**src/rtl/booth_pkg.sv**
```systemverilog
// Shared definitions for the Booth product accumulator: product width, FSM states,
// and the saturation limit helper used when BOOTH_ACC_SAT_EN is defined.
package booth_pkg;

    localparam int PROD_W = 12;

    typedef enum logic [1:0] {
        IDLE  = 2'd0,
        ACCUM = 2'd1,
        DONE  = 2'd2
    } state_t;

    // Two's-complement extreme for a given width, returned in the low 'width' bits.
    function automatic logic [31:0] sat_limit(input int width, input logic neg);
        logic [31:0] lim;
        lim = (32'd1 << (width - 1)) - 32'd1;
        if (neg) begin
            lim = ~lim;
        end
        return lim;
    endfunction

endpackage

```
**src/rtl/booth_sat_add.sv**
```systemverilog
// Combinational sign-extend and add of one 12-bit product into the accumulator.
// With BOOTH_ACC_SAT_EN defined the sum clamps on overflow; otherwise it wraps.
module booth_sat_add
    import booth_pkg::*;
#(
    parameter int ACC_W = 20
) (
    input  logic [ACC_W-1:0]  acc,
    input  logic [PROD_W-1:0] prod,
    output logic [ACC_W-1:0]  sum,
    output logic              ovf
);

    logic [ACC_W-1:0] prod_ext;

    assign prod_ext = ACC_W'($signed(prod));

`ifdef BOOTH_ACC_SAT_EN
    localparam logic [31:0] LIM_POS = sat_limit(ACC_W, 1'b0);
    localparam logic [31:0] LIM_NEG = sat_limit(ACC_W, 1'b1);

    logic [ACC_W:0] wide;

    always_comb begin
        wide = {acc[ACC_W-1], acc} + {prod_ext[ACC_W-1], prod_ext};
        // Top two bits disagree only when the true sum left the ACC_W range.
        ovf  = wide[ACC_W] ^ wide[ACC_W-1];
        if (!ovf) begin
            sum = wide[ACC_W-1:0];
        end else if (wide[ACC_W]) begin
            sum = LIM_NEG[ACC_W-1:0];
        end else begin
            sum = LIM_POS[ACC_W-1:0];
        end
    end
`else
    always_comb begin
        sum = acc + prod_ext;
        ovf = 1'b0;
    end
`endif

endmodule

```
**src/rtl/booth_dot_accum.sv**
```systemverilog
// Sequenced MAC stage: accumulates LEN Booth products per dot product and hands the
// sum out over valid/ready. Saturating adds are selected by BOOTH_ACC_SAT_EN.
module booth_dot_accum
    import booth_pkg::*;
#(
    parameter int LEN   = 8,
    parameter int ACC_W = 20,
    parameter int CNT_W = 8
) (
    input  logic             clk,
    input  logic             rst_n,
    input  logic             start,
    input  logic             clear,
    input  logic             in_valid,
    output logic             in_ready,
    input  logic [10:0]      prod_m,
    input  logic             prod_ov,
    output logic             out_valid,
    input  logic             out_ready,
    output logic [ACC_W-1:0] acc_out,
    output logic             acc_sat,
    output logic             busy,
    output logic [CNT_W-1:0] term_cnt
);

    localparam logic [CNT_W-1:0] LAST_CNT = CNT_W'(LEN - 1);

    state_t           state_reg, state_next;
    logic [ACC_W-1:0] acc_reg, acc_next;
    logic [CNT_W-1:0] cnt_reg, cnt_next;
    logic             sat_reg, sat_next;
    logic             busy_reg;
    logic [ACC_W-1:0] add_sum;
    logic             add_ovf;

    booth_sat_add #(
        .ACC_W (ACC_W)
    ) u_add (
        .acc  (acc_reg),
        .prod ({prod_ov, prod_m}),
        .sum  (add_sum),
        .ovf  (add_ovf)
    );

    always_ff @(posedge clk or negedge rst_n) begin
        if (!rst_n) begin
            state_reg <= IDLE;
            acc_reg   <= '0;
            cnt_reg   <= '0;
            sat_reg   <= 1'b0;
            busy_reg  <= 1'b0;
        end else begin
            state_reg <= state_next;
            acc_reg   <= acc_next;
            cnt_reg   <= cnt_next;
            sat_reg   <= sat_next;
            busy_reg  <= (state_next != IDLE);
        end
    end

    always_comb begin
        state_next = state_reg;
        acc_next   = acc_reg;
        cnt_next   = cnt_reg;
        sat_next   = sat_reg;
        // clear outranks every state, so a beat arriving with it is dropped.
        if (clear) begin
            state_next = IDLE;
            acc_next   = '0;
            cnt_next   = '0;
            sat_next   = 1'b0;
        end else begin
            case (state_reg)
                IDLE: begin
                    if (start) begin
                        state_next = ACCUM;
                        acc_next   = '0;
                        cnt_next   = '0;
                        sat_next   = 1'b0;
                    end
                end
                ACCUM: begin
                    if (in_valid) begin
                        acc_next = add_sum;
                        cnt_next = cnt_reg + 1'b1;
                        sat_next = sat_reg | add_ovf;
                        if (cnt_reg == LAST_CNT) begin
                            state_next = DONE;
                        end
                    end
                end
                DONE: begin
                    if (out_ready) begin
                        state_next = IDLE;
                    end
                end
                default: state_next = IDLE;
            endcase
        end
    end

    assign in_ready  = (state_reg == ACCUM);
    assign out_valid = (state_reg == DONE);
    assign acc_out   = acc_reg;
    assign acc_sat   = sat_reg;
    assign busy      = busy_reg;
    assign term_cnt  = cnt_reg;

endmodule

```
**config.mk**
```make
export PLATFORM = sky130hd
export DESIGN_NAME = booth_dot_accum
export DESIGN_NICKNAME = d
export VERILOG_FILES = /design/src/rtl/booth_pkg.sv /design/src/rtl/booth_sat_add.sv /design/src/rtl/booth_dot_accum.sv
export SDC_FILE = /design/constraint.sdc
export NUM_CORES = 1
export LEC_CHECK = 0
export BUFFER_PORTS_ARGS = -buffer_cell sky130_fd_sc_hd__buf_2
export CAP_MARGIN = 0
export CORE_UTILIZATION = 50
export CTS_BUF_LIST = sky130_fd_sc_hd__clkbuf_4 sky130_fd_sc_hd__clkbuf_8
export DETAILED_ROUTE_END_ITERATION = 16
export PLACE_DENSITY = 0.75
export SLEW_MARGIN = 10
export SYNTH_ARGS = -nofsm -noshare
export SYNTH_HDL_FRONTEND = slang
export SYNTH_SLANG_ARGS = --single-unit
```
**constraint.sdc**
```tcl
create_clock -name clk -period 3 [get_ports clk]
set_input_delay 0.15 -clock clk [delete_from_list [all_inputs] [get_ports clk]]
set_output_delay 0.15 -clock clk [all_outputs]
set_load 0.01 [all_outputs]
```
== After elaboration in Yosys (flattened, before gate mapping) ==
Cells that the tools add are included.
Widths: inputs -> output; s select.
Storage, ports and cells
  flip-flop bits (word level): 32
  input bits: 18
  output and inout port bits: 32
Operators by class
  add/sub/neg operators: 2
  equality and inequality tests: 5
  multiplexer cells: 17
  reduce and logical (&&, ||, !) cells: 7
Operator list (number)
  $mux 20: 3
  $pmux 20 s2: 1
  $mux 8: 3
  $add 20x20->20: 1
  $pmux 8 s2: 1
  $mux 2: 5
  $add 8x1->8 const B: 1
  $eq 8x3->1 const B: 1
  $ne 3x3->1 const B: 2
  $pmux 2 s3: 1
  $reduce_bool 2->1: 3
  $mux 1: 3
  $reduce_and 3->1: 1
  $reduce_bool 3->1: 1
  $eq 2x1->1 const B: 1
  $eq 2x2->1 const B: 1
  $logic_not 2->1: 1
  $reduce_and 2->1: 1

== Logic depth before layout (Yosys ltp) ==
  word-level depth: 6
  gate-level depth with buffers: 8
  depth with buffers taken out: 8

== Hierarchy ==
Synthesis repeated with hierarchy kept, for this count alone.
Second synthesis, totals
  cells, all modules: 283
  area, all modules: 2566.2 um^2
By module, submodules not included
  booth_dot_accum: instances 1, cells each 149, area an instance 1554.0 um^2, seq. area each 800.8 um^2
  booth_sat_add: instances 1, cells each 134, area an instance 1012.2 um^2, seq. area each 0.0 um^2

== Worst setup path after synthesis ==
OpenSTA, ideal clock, no wires.
  kind: register to register
  start: register acc_reg[0] (netlist: acc_out[0])
  end: register acc_reg[14] (netlist: acc_out[14])
  data arrival time: 2.145 ns
  path slack: 0.759 ns
  stages on the path, launching flop included: 9
  period minus slack after synthesis: 2.241 ns
  cells stage by stage: dfrtp_1 ha_1 fa_1 a21o_1 a31oi_1 o22ai_2 a211oi_4 xor2_1 o31ai_1
Between the ends
  cells in the longest elaborated chain, start to end: 4
RTL lines
  start, declared: RTL line booth_dot_accum.sv:29  | logic [ACC_W-1:0] acc_reg, acc_next;
  start signal, assigned: RTL line booth_dot_accum.sv:54  | acc_reg <= acc_next;
  $add 20x20->20: RTL line booth_sat_add.sv:38  | sum = acc + prod_ext;
  $mux 20: RTL line booth_dot_accum.sv:83  | if (in_valid) begin
  $pmux 20 s2: RTL line booth_dot_accum.sv:73  | case (state_reg)
  $mux 20: RTL line booth_dot_accum.sv:67  | if (clear) begin
No other way between the ends. The select of a mux whose other input is x is not followed.
A chain may end at the register's enable or synchronous reset.

== Final worst setup path ==
Same ends and word-level chain as after synthesis.

==> summary.md <==
| Metric | Value |
|---|---|
| Run status | `completed` |
| Total clock buffers created by CTS | `5` |
| Number of library cell types mapped by synthesis | `56` |
| Slew Viols, Final | `0` |
| Most common library cell in the layout ignoring fill and taps | `sky130_fd_sc_hd__buf_2` |
| Final period util | `81.4%` |
| Fillcell total | `403` |
| Leakage power of the design | `1.33 nW` |
| Multi-input gate area | `0.00143 mm2` |
| Hold Buf Count CTS | `1` |
| Area of all sequential standard cells | `between 700 and 800 um2` |
| Highest fanout seen on the critical path | `5` |
| Die Outline Area | `0.00476 mm2` |
| End of the worst register-to-register path | `acc_out[14]` |
| Number of design rule violations left after detail routing | `0` |
| Post-CTS setup buffer count | `0` |
| Worst r2r src | `acc_out[0]` |
| Clock latency of the later-clocked register in the worst-skew pair | `0.28 ns` |
| Post-layout min period | `2.44 ns` |
| Share of layout cells above drive strength 1 | `a little under a quarter` |
| P per Cell Area | `between 400 and 500 mW/mm2` |
| Leading cell types in the layout, fill and taps excluded | `sky130_fd_sc_hd__buf_2 (48), sky130_fd_sc_hd__nand2_1 (36), sky130_fd_sc_hd__dfrtp_1 (31)` |
| Type of destination of the critical path | `register` |
| Data required time at the worst endpoint | `3.19 ns` |
| Fin Hold WS | `approximately 0.11 ns` |
| RSZ-0062 raised after global routing | `false` |
| Number of standard cells in the final layout excluding fillers | `351` |
| Number of warnings issued by yosys | `0` |
| Row count | `24` |
| Floorplan die height | `69.0 um` |
| Hold crit path type | `input pin to register` |
| Register area share after synthesis | `34.5%` |
| GRT overflow | `0` |
| Core footprint | `approximately 0.0043 mm2` |
| Number of flip-flops in the largest register | `20` |
| Detailed Route Iter0 Violations | `~120` |
| Reg2reg path depth | `8` |
| Buffers on Ports | `48` |
| Register-to-Register Setup Slack | `0.56 ns` |
| First-pass GRT wire length | `8870 um` |
| Number of instances resized during post-cts repair | `0` |
| Clock tree from TritonCTS | `built` |
| Final setup viols | `0` |
| Total routed wirelength | `approximately 5100 um` |
| Initial cell density of the core | `between 50% and 60%` |
| CTS Root Cell | `sky130_fd_sc_hd__clkbuf_8` |
| Per-instance average area after synthesis | `9.09 um2` |
| Mapped Area | `0.00225 mm2` |
| Pre-CTS worst setup slack | `0.558 ns` |
| 1st-pass router iterations | `4` |
| Count of mapped cells out of synthesis | `between 200 and 250` |
| Post-synth top flop | `sky130_fd_sc_hd__dfrtp_1` |
| Summed negative setup slack over all endpoints | `0 ns` |
| Register bit count reported by yosys | `31` |
| Count of antenna diodes in the layout | `0` |
| Skew final | `0.00502 ns` |
| Logic depth of the worst path, buffers included | `8` |
| CP Data Arrival Time | `2.63 ns` |
| Slowest library cell on the worst path | `sky130_fd_sc_hd__fa_1` |
| Largest incremental delay on the critical path | `0.42 ns` |
| Top achievable clock speed | `slightly above 400 MHz` |
| GP Congestion | `0.842` |
| CTS clock-pin slew for the worst setup and hold paths | `0.07 ns` |
| Cell depth of the worst hold path | `2` |
| Detailed-route via count | `2031` |
| Total global-route track usage | `22.8%` |
| Worst slew pin tran | `roughly 0.7 ns` |
| List of cells traversed by the critical path | `ha_1, fa_1, a21o_1, a31oi_1, o22ai_2, a211oi_4, xor2_1, o31ai_1` |
| Maximum number of buffers from clock root to sink | `2` |
| Layout-stage area growth over the synthesis result | `17.2%` |
| Deepest level of the CTS H-tree | `2` |
| Start-to-end type of the worst setup path | `register to register` |
| Number of nets in the layout | `337` |
| Number of global-route vias before repair | `1967` |
| Post-detailed-route via-to-cell ratio | `5.79` |
| Number of clock sinks | `31` |
| Nature of the critical path startpoint | `register` |
| Die width | `~69 um` |
| Worst setup margin | `roughly 0.56 ns` |
| Wire per inst | `~14 um` |
| Share of flip-flops with an asynchronous set or reset | `between 90% and 100%` |
| Min-delay src | `clear` |
| Post-placement cell count | `between 300 and 400` |
| Post-detailed-placement half-perimeter wirelength | `3640 um` |
| Count of endpoints failing hold in the final timing report | `0` |
| Number of antenna violations at the first check in global routing | `0` |
| Nets in the synthesized netlist | `286` |
| Max-Cap Viols | `0` |
| Total buffers and inverters traversed by the critical path | `0` |
| Worst vdd rail ir drop | `0.234 mV` |
| Slew margin rel. | `52.0%` |
| Detail Route Antenna Nets | `0` |
| # IOs | `50` |
| Number of synthesized flops with an enable pin | `0` |
| Sink of the worst hold path | `state_reg[1]` |
| Maximum number of pins on one net before global-route repair | `37` |
| CP delay by family, top | `compound AO/OA/AOI/OAI gates` |
metrics by stage:
step                      total power, mW  util (%)  area [um2]
final                                1.10      60.9        2630
after global routing                 1.17      60.9        2630
after CTS                            1.12      60.9        2630
after detailed placement            0.771      58.6        2530
after global placement              0.767      58.6        2530
after floorplan                     0.684         -        2250
Yosys cell counts (2+ instances only):
| cell type | count | area share [%] |
|---|---|---|
| sky130_fd_sc_hd__dfrtp_1 | 31 | 35 |
| sky130_fd_sc_hd__o211ai_1 | 3 | 1.0 |
| sky130_fd_sc_hd__o21ai_1 | 16 | 3.6 |
| sky130_fd_sc_hd__nand4_1 | 8 | 2.2 |
| sky130_fd_sc_hd__or3_1 | 2 | 0.56 |
| sky130_fd_sc_hd__a21boi_1 | 2 | 0.67 |
| sky130_fd_sc_hd__nand2_1 | 36 | 6.0 |
| sky130_fd_sc_hd__a31oi_1 | 3 | 0.84 |
| sky130_fd_sc_hd__a211o_1 | 2 | 0.78 |
| sky130_fd_sc_hd__inv_1 | 3 | 0.50 |
| sky130_fd_sc_hd__nor2_1 | 12 | 2.0 |
| sky130_fd_sc_hd__o31ai_1 | 3 | 1.0 |
| sky130_fd_sc_hd__o2111ai_1 | 2 | 0.78 |
| sky130_fd_sc_hd__and3_1 | 3 | 0.84 |
| sky130_fd_sc_hd__clkbuf_1 | 4 | 0.67 |
| sky130_fd_sc_hd__xor2_1 | 8 | 3.1 |
| sky130_fd_sc_hd__buf_2 | 2 | 0.45 |
| sky130_fd_sc_hd__and2b_1 | 2 | 0.67 |
| sky130_fd_sc_hd__xnor2_1 | 7 | 2.7 |
| sky130_fd_sc_hd__nand2b_1 | 2 | 0.56 |
| sky130_fd_sc_hd__a21o_1 | 6 | 2.0 |
| sky130_fd_sc_hd__a21oi_1 | 15 | 3.3 |
| sky130_fd_sc_hd__o21ai_0 | 16 | 3.6 |
| sky130_fd_sc_hd__ha_1 | 20 | 11 |
| sky130_fd_sc_hd__o21a_1 | 6 | 2.0 |
| sky130_fd_sc_hd__and2_1 | 3 | 0.84 |
power by group:
part / leakage, nW / switching (mW) / internal [mW] / total [mW]
Combinational: 0.856 / 0.177 / 0.129 / 0.305
Sequential: 0.423 / 0.0197 / 0.441 / 0.461
Clock: 0.0491 / 0.157 / 0.181 / 0.337
worst max-delay path by stage:
stage,startpoint,to
2_1_floorplan,acc_out[0],acc_out[14]
3_3_place_gp,acc_out[0],acc_out[14]
3_5_place_dp,acc_out[0],acc_out[14]
4_1_cts,acc_out[0],acc_out[14]
5_1_grt,acc_out[0],acc_out[14]
6_report,acc_out[0],acc_out[14]
cells by family after synthesis:
family          synth area share [%]
fa+ha+maj                       12.0
buf+inv                         1.95
compound gates                  28.0
simple gates                    16.4
xor+xnor                        5.85
mux                             1.11
flops                           34.5
other cells                    0.167
per-layer routing:
layer / GRT usage, % / vias to the layer above / share of wire, %
li1: - / 1013 / -
met1: 30.2 / 963 / 47
met2: 37.5 / 50 / 47
met3: 4.82 / 5 / 5.1
met4: 6.12 / 0 / 0.89
met5: 0 / - / 0
final cells by class:
cell class / count / share of cell area, %
inverters: 3 / 0.428
well taps: 52 / 2.47
clock buffers: 7 / 3.18
repair buffers: 51 / 10.1
multi-input cells: 206 / 54.2
clock inverters: 1 / 0.190
flip-flops and latches: 31 / 29.5
Power figures use the tool's default switching activity.
